<file path="config.mk">
export PLATFORM = sky130hd
export DESIGN_NAME = wasm_operand_stack
export DESIGN_NICKNAME = d
export VERILOG_FILES = /design/src/rtl/wasm_operand_stack.sv
export SDC_FILE = /design/constraint.sdc
export NUM_CORES = 1
export LEC_CHECK = 0
export ABC_CLOCK_PERIOD_IN_PS = 11790
export CAP_MARGIN = 20
export CELL_PAD_IN_SITES_DETAIL_PLACEMENT = 1
export CELL_PAD_IN_SITES_GLOBAL_PLACEMENT = 2
export CORE_MARGIN = 8
export CORE_UTILIZATION = 43
export CTS_BUF_LIST = sky130_fd_sc_hd__clkbuf_4 sky130_fd_sc_hd__clkbuf_8 sky130_fd_sc_hd__clkbuf_16
export CTS_CLUSTER_DIAMETER = 150
export DETAILED_ROUTE_END_ITERATION = 10
export GPL_TIMING_DRIVEN = 0
export PLACE_DENSITY = 0.8
export SYNTH_ARGS = -nofsm -noshare
export SYNTH_HDL_FRONTEND = slang
export SYNTH_SLANG_ARGS = --single-unit
</file>
<file path="constraint.sdc">
create_clock -name clk -period 11.79 [get_ports clk]
set_clock_uncertainty 0.15 [all_clocks]
set_input_delay 2.358 -clock clk [delete_from_list [all_inputs] [get_ports clk]]
set_output_delay 2.358 -clock clk [all_outputs]
set_load 0.03 [all_outputs]
</file>
<file path="src/rtl/wasm_operand_stack.sv">
// Operand stack for the WebAssembly CPU: pop-then-push in one cycle, sticky traps.
module wasm_operand_stack #(
  parameter int unsigned WIDTH = 64,
  parameter int unsigned DEPTH = 16,
  parameter int unsigned CNT_W = $clog2(DEPTH + 1)
) (
  input  logic             clk,
  input  logic             reset,
  input  logic             op_valid,
  input  logic [1:0]       pop_n,
  input  logic             push,
  input  logic [WIDTH-1:0] push_data,
  output logic [WIDTH-1:0] top,
  output logic [WIDTH-1:0] second,
  output logic [WIDTH-1:0] result,
  output logic             result_empty,
  output logic             full,
  output logic [CNT_W-1:0] depth,
  output logic [3:0]       trap
);

  // One extra bit so sp - pop_n + push never wraps in the range compares.
  localparam int unsigned EXT_W = CNT_W + 1;
  localparam int unsigned IDX_W = (DEPTH > 1) ? $clog2(DEPTH) : 1;

  localparam logic [3:0] TRAP_NONE      = 4'd0;
  localparam logic [3:0] TRAP_UNDERFLOW = 4'd1;
  localparam logic [3:0] TRAP_OVERFLOW  = 4'd2;
  localparam logic [3:0] TRAP_ILLEGAL   = 4'd3;

  logic [WIDTH-1:0] mem [DEPTH];
  logic [CNT_W-1:0] sp;
  logic [CNT_W-1:0] sp_next;
  logic [3:0]       trap_q;
  logic [3:0]       trap_next;
  logic             wr_en;
  logic [IDX_W-1:0] wr_idx;
  logic [EXT_W-1:0] sp_ext;
  logic [EXT_W-1:0] pop_ext;
  logic [EXT_W-1:0] need_ext;

  // Decode the operation: legality checks in priority order, then the new sp and write slot.
  always_comb begin
    sp_next   = sp;
    trap_next = trap_q;
    wr_en     = 1'b0;
    wr_idx    = '0;
    sp_ext    = EXT_W'(sp);
    pop_ext   = EXT_W'(pop_n);
    need_ext  = sp_ext - pop_ext + EXT_W'(push);
    if (op_valid && (trap_q == TRAP_NONE)) begin
      if (pop_n == 2'd3) begin
        trap_next = TRAP_ILLEGAL;
      end else if (pop_ext > sp_ext) begin
        trap_next = TRAP_UNDERFLOW;
      end else if (need_ext > EXT_W'(DEPTH)) begin
        trap_next = TRAP_OVERFLOW;
      end else begin
        sp_next = CNT_W'(need_ext);
        wr_en   = push;
        wr_idx  = IDX_W'(sp_ext - pop_ext);
      end
    end
  end

  // Stack pointer and sticky trap register; reset wins over any op.
  always_ff @(posedge clk) begin
    if (!reset) begin
      sp     <= '0;
      trap_q <= TRAP_NONE;
    end else begin
      sp     <= sp_next;
      trap_q <= trap_next;
    end
  end

  // Value storage; contents are don't-care after reset, so no clear.
  always_ff @(posedge clk) begin
    if (reset && wr_en) begin
      mem[wr_idx] <= push_data;
    end
  end

  // Top-of-stack views, zero when the slot is not populated.
  always_comb begin
    top    = '0;
    second = '0;
    if (sp != '0) begin
      top = mem[IDX_W'(sp - CNT_W'(1))];
    end
    if (sp >= CNT_W'(2)) begin
      second = mem[IDX_W'(sp - CNT_W'(2))];
    end
  end

  assign result       = top;
  assign result_empty = (sp == '0);
  assign full         = (sp == CNT_W'(DEPTH));
  assign depth        = sp;
  assign trap         = trap_q;

endmodule

</file>
==> After elaboration in Yosys (flattened, before gate mapping) <==
Memory sizes are Yosys's and may differ from the RTL's.
Cells that the tools add are included.
{ "totals": {"n_memories": 1, "output_inout_bits": 203, "word_cells": 38, "inputBits": 70, "regBits": 9, "latch_bits": 0, "mem_bits_rw": 1024, "romBits": 0} }
{ "op_classes": {"n_shift": 0, "add_sub_neg": 4, "div_mod_pow": 0, "n_eq_ne": 2, "reduce_logical": 8, "bitwise": 3, "multipliers": 0, "order_cmp": 3, "muxes": 15} }
{ "memory_table": {"columns": ["memory", "depth", "word_bits", "rd", "rd_clocked_by_memory_dff", "wr", "line", "rtl"], "rows": [
  ["mem", 16, 64, 2, 0, 1, "31", "logic [WIDTH-1:0] mem [DEPTH];"]
]} }
{ "op_table": {"columns": ["cell", "n"], "rows": [
  ["2-to-1 mux 64 bit", 2],
  ["2-to-1 mux 4 bit", 7],
  ["adder 6 x 1 -> 6 bit", 1],
  ["> comparator 6 x 5 -> 1 bit (second input constant)", 1],
  ["2-to-1 mux 1 bit", 6],
  ["subtractor 5 x 2 -> 6 bit", 1],
  ["equality test 5 bit (second input constant)", 1],
  [">= comparator 5 x 2 -> 1 bit (second input constant)", 1],
  ["> comparator 2 x 5 -> 1 bit", 1],
  ["logical NOT 5 bit", 1],
  ["nonzero test 5 bit", 1],
  ["logical NOT 4 bit", 1],
  ["AND reduction 4 bit", 1],
  ["subtractor 4 x 1 -> 4 bit (second input constant)", 1],
  ["subtractor 4 x 2 -> 4 bit (second input constant)", 1],
  ["inverter 1 bit", 3],
  ["nonzero test 3 bit", 1],
  ["equality test 2 bit (second input constant)", 1],
  ["logical AND 1 bit", 2],
  ["AND reduction 2 bit", 1]
]} }

==> Depth between registers and ports, before layout <==
{ "depth": {"depth_word": 10, "mapped_depth": 16, "mapped_depth_nobuf": 12} }

==> Worst setup path before layout <==
OpenSTA, ideal clock, no wires.
{ "synth_timing": {"path_type": "input -> register", "startpoint": "input port pop_n[0]", "endpoint": "memory mem[1][0], enable pin", "setup_slack_ns": 0.256, "arrival_ns": 10.718, "setup_ns": 0.667, "cell_stages": 10, "required_ns": 10.973, "path_buffers": 0, "path_cell_list": "ha_1 -> inv_1 -> fa_1 -> ha_1 -> nor2_1 -> nand3b_1 -> o32a_1 -> o211ai_2 -> o21ai_4 -> nor4b_1"} }
{ "synth_between": {"elab_chain_cells": 10, "word_cells_on_any_way": 16, "cone_classes": "2 x add/sub; 2 x order compare; 1 x eq/ne; 10 x mux; 1 x reduce/logical"} }
{ "synth_rtl": {"columns": ["element", "line", "rtl"], "rows": [
  ["start, declared", "10", "input logic [1:0] pop_n,"],
  ["subtractor 5 x 2 -> 6 bit (*)", "61", "wr_idx = IDX_W'(sp_ext - pop_ext);"],
  ["adder 6 x 1 -> 6 bit (*)", "50", "need_ext = sp_ext - pop_ext + EXT_W'(push);"],
  ["named net need_ext[1]", "40", "logic [EXT_W-1:0] need_ext;"],
  ["> comparator 6 x 5 -> 1 bit (*)", "56", "end else if (need_ext > EXT_W'(DEPTH)) begin"],
  ["2-to-1 mux 1 bit", "56", null],
  ["2-to-1 mux 1 bit", "54", "end else if (pop_ext > sp_ext) begin"],
  ["2-to-1 mux 1 bit", "52", "if (pop_n == 2'd3) begin"],
  ["2-to-1 mux 1 bit", "51", "if (op_valid && (trap_q == TRAP_NONE)) begin"],
  ["logical AND 1 bit", "79", "if (reset && wr_en) begin"],
  ["2-to-1 mux 1 bit", "79", null],
  ["2-to-1 mux 1 bit (implied by the code)", "80", "mem[wr_idx] <= push_data;"],
  ["end, declared", "31", null]
]} }
The timed path passes the listed nets; every way through them passes the cells marked *.

==> Worst setup path after layout <==
{ "layout_timing": {"startpoint": "register sp[1] (netlist: depth[1])", "endpoint": "output port top[2]"} }
{ "layout_between": {"elab_chain_cells": 3, "word_cells_on_any_way": 4, "cone_classes": "1 x add/sub; 1 x mux; 1 x reduce/logical; 1 x memory"} }
{ "layout_rtl": {"columns": ["element", "line", "rtl"], "rows": [
  ["start, declared", "32", "logic [CNT_W-1:0] sp;"],
  ["start signal, assigned", "72", "sp <= sp_next;"],
  ["subtractor 4 x 1 -> 4 bit", "89", "top = mem[IDX_W'(sp - CNT_W'(1))];"],
  ["memory read (16 x 64 bit)", null, null],
  ["2-to-1 mux 64 bit (*)", "88", "if (sp != '0) begin"],
  ["end, declared", "13", "output logic [WIDTH-1:0] top,"]
]} }
Mark *: on every way between the ends. The rest lies on a longest branch, timed or not.

==> flow_results.org <==
** Die
- I/O pin count :: 273
- Starting density of the core :: 43.20%
- The core region is 0.1122 mm^2.
- The die covers 0.1237 mm^2.
- Die X-Extent :: 351.7 um
- Vertical extent of the die :: 351.7 um
- Site Rows :: 123

** Finish
- Of the cells placed in the final design, the portion with a size suffix greater than 1 is 37.30%.
- From synthesis to final layout, the design area changed by 20.59%.
- Final Util :: 52.10%
- After the last flow step, the layout net total stands at 2,925.
- The count of cells in the finished layout, fillers not included, comes to 4,445.

** Timing
- Based on the critical path, the design can be clocked at up to 96.32 MHz.
- Final period demand of the worst path :: 10.38 ns
- Summed over all failing endpoints, the final setup total negative slack is 0 ns.
- For the pin with the worst max-slew slack, the measured transition is 1.229 ns.
- The final hold violation count came to 0.
- RSZ-0062 raised after global routing :: false
- In this run the tightest slew margin relative to its limit is 18.07%.
- In the finished design, the share of the clock period the worst path needs comes to 88.05%.
- Worst setup slack after layout :: 1.408 ns
- Setup violations remaining at the end of the flow were counted as 0.
- Max-slew violations :: 0

** Placement
- Number of input and output port buffers inserted :: 270
- Gpl congestion :: 0.8216
- After legalization and detailed placement, the total HPWL measured 114,400 um.
- Worst slack after detailed placement :: 2.280 ns
- Once placement completed, the tool counted placed cells totaling 4,229.

** Routing
- After detailed routing, the total wire length is 166,200 um.
- Before antenna repair, the detailed router went through 7 iterations.
- The detailed router finished its first iteration with 3,727 violations.
- After detailed routing, the average wire length per cell comes to 37.40 um.
- After detailed routing, the number of vias per cell comes to 6.549.
- In this run the remaining antenna-violating nets after routing total 0.
- The routed layout has 29,110 vias.
- In the routed design, unresolved DRC markers number 0.

** Global route
- Met3 Resource Use GR :: 6.137%
- For met1 alone, demand over resource in global routing was 34.28%.
- Pin count of the biggest net entering global routing :: 20
- Initial antenna violation count :: 11
- The number of global-route vias before repair is 30,910.
- Most Crowded Layer GR :: met2
- Global routing consumed, on the met2 layer, 43.89% of the routing resources.
- First-pass GRT wire length :: 232,200 um
- Grt total ovfl :: 0
- GRT Resource Usage Total :: 26.53%

** Clock network
- Clock Path Buffers :: 3
- CTS tree :: built
- Gates resized during post-CTS repair numbered 0.
- Hold buffers post-CTS :: 0
- H-tree levels :: 3
- TritonCTS created 110 clock buffers.
- Clock Tree Root :: sky130_fd_sc_hd__clkbuf_16
- Clock latency at the later pin of the worst-skew pair :: 0.70 ns
- Once the clock tree was built, the setup fixing pass inserted 0 buffers.
- CTS Sinks :: 1,031
- Clock-pin slew reported for the worst setup and hold paths after clock tree synthesis :: 0.06 ns

** Pwr
- Overall power of the completed layout :: 7.777 mW
- Dividing total power by cell area gives a power density of 133.1 mW/mm^2.
- VDD IR-drop max :: 0.0001146 V
- Reported leakage power :: 17.76 nW

** Critical path
- Setup CP Type :: flop to output pin
- At the worst endpoint, the required time is 9.28 ns.
- In this design, the stage delay of the slowest critical-path cell is 0.95 ns.
- By instance count, the cell type seen most on the critical path is sky130_fd_sc_hd__clkbuf_1.
- The signal on the critical path passes through clkbuf_1, buf_1, inv_1, ha_1, clkbuf_1, clkbuf_1, mux4_2, mux2i_1, a211oi_1, buf_4, clkdlybuf4s50_1.
- Arrival @ worst endpoint :: 7.87 ns
- The largest individual stage delay along the critical path comes from the cell sky130_fd_sc_hd__a211oi_1.
- Maximum fanout encountered on the critical timing path :: 10
- STA classifies the critical path endpoint as an output pin.
- Type of origin of the critical path :: flop

** Job
- Max Cap Viol :: 0

** Run status
- Result of the run :: finished clean

** Synth
- Mapped Cells :: 2,291
- Number of enable-type register cells in the synthesized netlist :: 1,024
- Mean instance size in the synthesized netlist :: 21.16 um^2
- Async set or reset register ratio after synthesis :: 0%
- Leading register cell type out of synthesis :: sky130_fd_sc_hd__edfxtp_1
- Netlist cell types :: 48
- For this run, the number of Yosys warnings is 0.
- Area of the mapped netlist :: 0.04847 mm^2
- Sequential cell area fraction in the yosys report :: 63.73%
- Number of synthesized register bits :: 1,031

** Min path
- Hold Path Class :: flop to flop
-- final timing paths --
kind	start	endpoint	slack (ns)	cells after the start
hold reg to reg	trap[1]	trap[1]	0.39	1
setup reg to reg	depth[0]	mem[9][20]	5.07	20
setup / recovery	depth[1]	top[2]	1.41	11
hold / removal	trap[1]	trap[1]	0.39	1
-- critical path: cells and delay by family, from the launching register on --
kind	cells	cell delay [ns]
flops	1	0.69
buf+inv	7	4.54
compound gates	1	0.95
mux	2	0.46
fa+ha+maj	1	0.52
-- cell usage in the layout, fill, tap and decap left out, types with 5 or more instances in the layout --
cell type,n
sky130_fd_sc_hd__a211oi_1,128
sky130_fd_sc_hd__buf_1,8
sky130_fd_sc_hd__buf_12,10
sky130_fd_sc_hd__buf_2,38
sky130_fd_sc_hd__buf_4,201
sky130_fd_sc_hd__buf_6,57
sky130_fd_sc_hd__buf_8,5
sky130_fd_sc_hd__bufinv_16,9
sky130_fd_sc_hd__clkbuf_1,94
sky130_fd_sc_hd__clkbuf_16,111
sky130_fd_sc_hd__clkbuf_4,22
sky130_fd_sc_hd__clkdlybuf4s50_1,270
sky130_fd_sc_hd__clkinv_1,29
sky130_fd_sc_hd__clkinv_2,22
sky130_fd_sc_hd__dfxtp_1,7
sky130_fd_sc_hd__diode_2,9
sky130_fd_sc_hd__edfxtp_1,1024
sky130_fd_sc_hd__ha_1,8
sky130_fd_sc_hd__inv_1,8
sky130_fd_sc_hd__mux2i_1,69
sky130_fd_sc_hd__mux4_2,576
sky130_fd_sc_hd__nand2_1,19
sky130_fd_sc_hd__nor2b_1,129
sky130_fd_sc_hd__nor4_2,6
-- power by group --
part | leakage, nW | internal, mW | switching [mW] | total (mW)
combinational | 6.73 | 0.114 | 0.197 | 0.311
sequential | 9.26 | 4.03 | 0.00130 | 4.03
clock | 1.77 | 1.97 | 1.47 | 3.43
-- synthesized netlist by cell type, drive strengths merged, types with 2 or more instances --
master / instances / share of area (%)
nand3: 3 / 0.031
or2: 2 / 0.026
nor2: 8 / 0.067
nor4: 7 / 0.090
nor3: 8 / 0.093
nor3b: 3 / 0.067
nand2: 20 / 0.16
clkbuf: 94 / 0.73
o31ai: 2 / 0.031
xor2: 4 / 0.10
and3: 3 / 0.039
nand4: 3 / 0.039
nor2b: 130 / 1.7
nor4b: 2 / 0.036
or3: 2 / 0.026
inv: 8 / 0.062
nand2b: 2 / 0.026
o21ai: 5 / 0.075
buf: 152 / 2.2
nand3b: 2 / 0.031
dfxtp: 7 / 0.29
xnor2: 3 / 0.054
edfxtp: 1024 / 63
a21oi: 6 / 0.070
mux2i: 69 / 1.4
ha: 8 / 0.21
a211oi: 128 / 2.0
mux4: 576 / 27
-- cell families (layout without fill, tap and decap cells) --
group	after synthesis	count (layout)	synth area share (%)
xor+xnor	7	7	0.1575
buf+inv	254	898	2.948
flops	1031	1031	63.73
other cells	1	11	0.007737
simple gates	198	198	2.465
mux	645	645	28.19
compound gates	146	146	2.256
fa+ha+maj	9	9	0.2478
-- per-layer routing --
metal	share of wire [%]	vias to the layer above
met5	0.0078	-
met3	11	377
met1	37	15680
met2	49	1967
li1	-	11090
met4	4.0	2
-- flip-flops by register name (all words and copies together) (netlist names) --
signal  cells
trap        2
mem      1024
depth       5
-- final cells by class --
type / count / area [um^2]
Buffer: 246 / 1399
Antenna cell: 9 / 22.52
Clock buffer: 132 / 2935
Sequential cell: 1031 / 30890
Inverter: 8 / 30.03
Clock inverter: 70 / 611.8
Multi-Input combinational cell: 1007 / 16270
Tap cell: 1500 / 1877
Timing Repair Buffer: 442 / 4420
Fill cell: 9957 / 53740
-- through the flow --
| step | instance area [um^2] | hold slack, ns |
|---|---|---|
| 4_1_cts | 58370 | 0.3931 |
| 6_report | 58450 | 0.3898 |
| 3_3_place_gp | 53050 | 0.3498 |
| 5_1_grt | 58430 | 0.4017 |
| 2_1_floorplan | 48470 | 0.5011 |
| 3_5_place_dp | 54820 | 0.3703 |
No activity file was read; power rests on OpenSTA's default activity.
